<file path="config.mk">
export PLATFORM = sky130hd
export DESIGN_NAME = regfile_wb_arbiter
export DESIGN_NICKNAME = d
export VERILOG_FILES = /design/src/rtl/regfile_wb_arbiter_pkg.sv /design/src/rtl/regfile_wb_arbiter_rr_arb2.sv /design/src/rtl/regfile_wb_arbiter.sv
export SDC_FILE = /design/constraint.sdc
export NUM_CORES = 1
export LEC_CHECK = 0
export BUFFER_PORTS_ARGS = -buffer_cell sky130_fd_sc_hd__buf_2
export CORE_AREA = 2 2 61 63
export DETAILED_ROUTE_END_ITERATION = 10
export DIE_AREA = 0 0 63 65
export PLACE_DENSITY = 0.72
export SYNTH_ARGS = -nofsm -noshare
export SYNTH_HDL_FRONTEND = slang
export SYNTH_HIERARCHICAL = 1
export SYNTH_SLANG_ARGS = --single-unit
</file>
<file path="constraint.sdc">
create_clock -name clk -period 1.3 [get_ports clk]
set_input_delay 0.065 -clock clk [delete_from_list [all_inputs] [get_ports clk]]
set_output_delay 0.065 -clock clk [all_outputs]
set_load 0.03 [all_outputs]
</file>
<file path="src/rtl/regfile_wb_arbiter_pkg.sv">
// regctrl_pkg: types and default sizes shared by the register-file
// writeback arbiter and its round-robin sub-block.
//   wb_src_e  : identifies which writeback requester owns a grant
//   RF_WIDTH  : default register data width (matches reg2r1w)
//   RF_DEPTH  : default register count (matches reg2r1w)
package regctrl_pkg;

    typedef enum logic {
        WB_ALU = 1'b0,
        WB_LSU = 1'b1
    } wb_src_e;

    localparam int RF_WIDTH = 8;
    localparam int RF_DEPTH = 16;

endpackage

</file>
<file path="src/rtl/regfile_wb_arbiter_rr_arb2.sv">
// rr_arb2: combinational two-way round-robin arbiter.
//   req  [1:0] in  : request vector (bit 0 = ALU, bit 1 = LSU)
//   last       in  : id of the most recent grant
//   gnt  [1:0] out : one-hot grant, zero when no request
// A lone requester is always granted; under contention the requester
// that did not win last time is granted. The pointer lives in the parent.
module rr_arb2
    import regctrl_pkg::*;
(
    input  logic [1:0] req,
    input  wb_src_e    last,
    output logic [1:0] gnt
);

    always_comb begin
        gnt    = 2'b00;
        gnt[0] = req[0] & (~req[1] | (last == WB_LSU));
        gnt[1] = req[1] & (~req[0] | (last == WB_ALU));
    end

endmodule

</file>
<file path="src/rtl/regfile_wb_arbiter.sv">
// regfile_wb_arbiter: shares the single write port of reg2r1w between the
// ALU (req0) and the load/store unit (req1), registers the granted write,
// and keeps a per-register busy scoreboard for RAW stall detection.
// Ports:
//   clk, rst_n                      clock, asynchronous active-low reset
//   req0_valid/addr/data, req0_ready  ALU writeback handshake
//   req1_valid/addr/data, req1_ready  LSU writeback handshake
//   issue_valid, issue_addr         decode issued a register-writing instr
//   wr_en, wr_addr, wr_data         registered write to reg2r1w
//   busy[DEPTH]                     bit i = register i has a write pending
//   gnt_last                        id of the most recent grant
module regfile_wb_arbiter
    import regctrl_pkg::*;
#(
    parameter int WIDTH = RF_WIDTH,
    parameter int DEPTH = RF_DEPTH,
    localparam int AW   = $clog2(DEPTH)
) (
    input  logic             clk,
    input  logic             rst_n,
    input  logic             req0_valid,
    input  logic [AW-1:0]    req0_addr,
    input  logic [WIDTH-1:0] req0_data,
    output logic             req0_ready,
    input  logic             req1_valid,
    input  logic [AW-1:0]    req1_addr,
    input  logic [WIDTH-1:0] req1_data,
    output logic             req1_ready,
    input  logic             issue_valid,
    input  logic [AW-1:0]    issue_addr,
    output logic             wr_en,
    output logic [AW-1:0]    wr_addr,
    output logic [WIDTH-1:0] wr_data,
    output logic [DEPTH-1:0] busy,
    output logic             gnt_last
);

    wb_src_e          last_q;
    logic [1:0]       gnt;
    logic             xfer_p0;
    logic [AW-1:0]    addr_p0;
    logic [WIDTH-1:0] data_p0;

    logic             vld_p1;
    logic [AW-1:0]    wr_addr_p1;
    logic [WIDTH-1:0] wr_data_p1;
    logic [DEPTH-1:0] busy_q;
    logic [DEPTH-1:0] busy_nxt;

    rr_arb2 u_arb (
        .req  ({req1_valid, req0_valid}),
        .last (last_q),
        .gnt  (gnt)
    );

    // Stage p0: arbitration and data select (combinational)
    assign req0_ready = gnt[0];
    assign req1_ready = gnt[1];
    assign xfer_p0    = gnt[0] | gnt[1];
    assign addr_p0    = gnt[1] ? req1_addr : req0_addr;
    assign data_p0    = gnt[1] ? req1_data : req0_data;

    // Clear on commit first, then set on issue so a new producer wins a
    // same-edge collision on the same register.
    always_comb begin
        busy_nxt = busy_q;
        if (vld_p1) begin
            busy_nxt[wr_addr_p1] = 1'b0;
        end
        if (issue_valid) begin
            busy_nxt[issue_addr] = 1'b1;
        end
    end

    // Stage p1: registered write towards reg2r1w, pointer and scoreboard
    always_ff @(posedge clk or negedge rst_n) begin
        if (!rst_n) begin
            vld_p1     <= 1'b0;
            wr_addr_p1 <= '0;
            wr_data_p1 <= '0;
            last_q     <= WB_LSU;
            busy_q     <= '0;
        end else begin
            vld_p1 <= xfer_p0;
            if (xfer_p0) begin
                wr_addr_p1 <= addr_p0;
                wr_data_p1 <= data_p0;
                last_q     <= gnt[1] ? WB_LSU : WB_ALU;
            end
            busy_q <= busy_nxt;
        end
    end

    assign wr_en    = vld_p1;
    assign wr_addr  = wr_addr_p1;
    assign wr_data  = wr_data_p1;
    assign busy     = busy_q;
    assign gnt_last = last_q;

endmodule
</file>
==> results.yml <==
status:
  status: "complete, but fails checks"
  violations: "setup timing"
layout:
  final-instance-count-excl-fill: 276
  insertedDiodeCount: 0
  multi_input_comb_area_sq_um: 581.8
  final.fill_count: 321
  syn2layout_area_growth_pct: 56.36
  layout.nets: 261
  final-seq-area_sq_um: 753.2
  layout-drive-gt1-share: 0.4079
clock_tree:
  numCtsBuffers: 5
  clock_sink_count: 30
  max-clock-path-buffers: 2
  clock_tree.root_cell: "sky130_fd_sc_hd__clkbuf_4"
  cts-htree-levels: 2
  cts_tree: "built"
  clk-insertion-delay-late_ns: 0.32
  clkTransAtPathRegs_ns: 0.09
yosys:
  synth_area_leaders: "sky130_fd_sc_hd__dfrtp_1, sky130_fd_sc_hd__o21ai_0, sky130_fd_sc_hd__mux2i_1"
  synth_common_cells: "sky130_fd_sc_hd__o21ai_0, sky130_fd_sc_hd__dfrtp_1, sky130_fd_sc_hd__nand2_1"
  synth-seq-area-share: 0.5617
  synth.net_count: 164
  synth_cell_types: 20
  avg_cell_area_syn_sq_um: 10.22
  synth_seq_cells: 30
  area_of_the_mapped_netlist_sq_um: 1339
  synth-async-reset-ratio: 1.000
  synth.top_cell.area_share: 0.5421
  total_of_warnings_raised_by_yosys: 6
  synth.most_common_cell: "sky130_fd_sc_hd__o21ai_0"
  synth.largest_area_cell: "sky130_fd_sc_hd__dfrtp_1"
  synthFlopType: "sky130_fd_sc_hd__dfrtp_1"
  synth-edff-count: 0
  syn-instance-count: 131
drt:
  dr_total_vias: 1326
  drtIter0Drc: 70
  avgRoutedWirePerCell_um: 13.44
  drt_wl_total_um: 3710
  final_antenna_net_count: 0
  post_drt_via_cell_ratio: 4.804
  drt_pass1_iterations: 4
  drcViolationCount: 0
grt:
  grt_overflow: 0
  grt_antenna_before_repair: 0
  pin_count_of_the_biggest_net_entering_global_routing: 17
  grtUsageTotal: 0.2023
  grt_pass1_vias: 1388
  grt_first_pass_wirelength_um: 6341
sta:
  clock-skew-final_ns: 0.007709
  finalSetupTns_ns: -0.6070
  rsz_0062_raised_after_global_routing: "yes"
  fin_crit_sh: 1.079
  max_freq_mhz: 712.7
  final_setup_violation_count: 11
  relative_slew_slack: 0.7428
  holdWs_ns: 0.01109
  finalCriticalPeriod_ns: 1.403
  tightestPinTransition_ns: 0.3858
  finalHoldViolCount: 0
  setup_ws_ns: -0.1030
  timing_max_transition_violations_final: 0
worst_setup_path:
  crit_type: "reg -> out"
  setup.worst_path.end_class: "output pin"
  startpoint_type: "register"
  required_ns: 1.24
  arrival_ns: 1.34
  crit_fanout: 2
worst_hold_path:
  hold_path.class: "in -> reg"
floorplan:
  fp-row-count: 22
  fp.dieArea_sq_um: 4095
  initial_utilization: 0.3830
  placeable_core_region_sq_um: 3496
  io_pins: 65
  chipWidth_um: 63
  die_height_um: 65
placed_design:
  portBuffers: 64
  numPlacedInstances: 250
  finalWeightedCongestion: 0.8608
  hpwlAfterDp_um: 2600
  preCtsSetupSlack_ns: 0.008535
power:
  p_leak_nw: 0.9965
  vdd_ir_drop_max_uv: 765.3
  power.density_nw_per_um2: 1694
run:
  maxCapViolations: 0
critical path, stage by stage (launching register included):
cell	delay, ns
sky130_fd_sc_hd__dfstp_2	0.55
sky130_fd_sc_hd__inv_2	0.04
sky130_fd_sc_hd__a21boi_4	0.16
sky130_fd_sc_hd__buf_6	0.14
sky130_fd_sc_hd__buf_6	0.12
timing repair:
item | in CTS | in global routing
hold endpoints to repair | 41 | 0
hold buffers | 17 | 0
endpoints found under the setup margin | 2 | 19
gates resized for setup | 11 | 7
setup buffers | 2 | 0
pin swaps | 0 | 0
through the flow:
step             util  area, sq um  total power [mW]
6_report       0.5988         2093             3.547
3_3_place_gp   0.5168         1807             2.954
4_1_cts        0.5948         2079             3.556
2_1_floorplan       -         1365             2.430
3_5_place_dp   0.5168         1807             2.979
5_1_grt        0.5988         2093             3.797
metal layers:
metal / wire length [um] / track usage / up-vias
met3: 288 / 0.07118 / 5
met2: 1870 / 0.3577 / 61
li1: - / - / 654
met5: 0 / 0 / -
met4: 49 / 0.05833 / 0
met1: 1502 / 0.2304 / 606
power breakdown:
part / switching [mW] / leakage, nW / internal (mW)
sequential: 0.163 / 0.348 / 1.24
clock: 0.303 / 0.0308 / 0.194
combinational: 1.08 / 0.618 / 0.562
total: 1.55 / 0.996 / 2.00
area by class of cell:
class | count | area share
sequential | 30 | 0.3598
clock buffer | 5 | 0.01793
inverter | 2 | 0.003586
timing repair buffer | 94 | 0.3072
clock inverter | 2 | 0.004782
tap | 48 | 0.02869
multi-input combinational | 95 | 0.2779
state kept, by name (all words and copies together), names as in the netlist:
| name | flops |
|---|---|
| wr_data | 8 |
| gnt_last | 1 |
| busy | 16 |
| wr_addr | 4 |
| wr_en | 1 |
final timing paths:
kind / endpoint / depth (start not counted) / start / slack [ns]
hold reg to reg: busy[0] / 2 / busy[0] / 0.50
hold / removal: wr_addr[2] / 3 / req0_addr[2] / 0.01
min in group asynchronous: wr_data[3] / 2 / rst_n / 0.19
setup reg to reg: wr_data[4] / 5 / gnt_last / -0.07
max in group asynchronous: gnt_last / 3 / rst_n / 0.63
setup / recovery: req0_ready / 4 / gnt_last / -0.10
cell families (layout without fill, tap and decap cells):
group / Yosys count / after routing / synth area share
mux: 12 / 12 / 0.08972
buf+inv: 6 / 103 / 0.02243
flops: 30 / 30 / 0.5617
simple gates: 36 / 36 / 0.1430
compound gates: 47 / 47 / 0.1832
placed cells by master (no fill, tap or decap), types with 2 or more instances in the layout:
cell,count
sky130_fd_sc_hd__nand2b_1,5
sky130_fd_sc_hd__buf_6,6
sky130_fd_sc_hd__nand3_1,4
sky130_fd_sc_hd__buf_2,61
sky130_fd_sc_hd__buf_12,2
sky130_fd_sc_hd__dfrtp_1,28
sky130_fd_sc_hd__o21ai_1,19
sky130_fd_sc_hd__dlygate4sd3_1,17
sky130_fd_sc_hd__clkbuf_4,5
sky130_fd_sc_hd__a21boi_4,2
sky130_fd_sc_hd__mux2i_1,12
sky130_fd_sc_hd__nand2_1,15
sky130_fd_sc_hd__clkinv_2,2
sky130_fd_sc_hd__or2b_1,2
sky130_fd_sc_hd__o21ai_0,24
sky130_fd_sc_hd__buf_4,8
sky130_fd_sc_hd__or2_2,3
sky130_fd_sc_hd__nand3b_1,5
No activity file was read; power rests on OpenSTA's default activity.
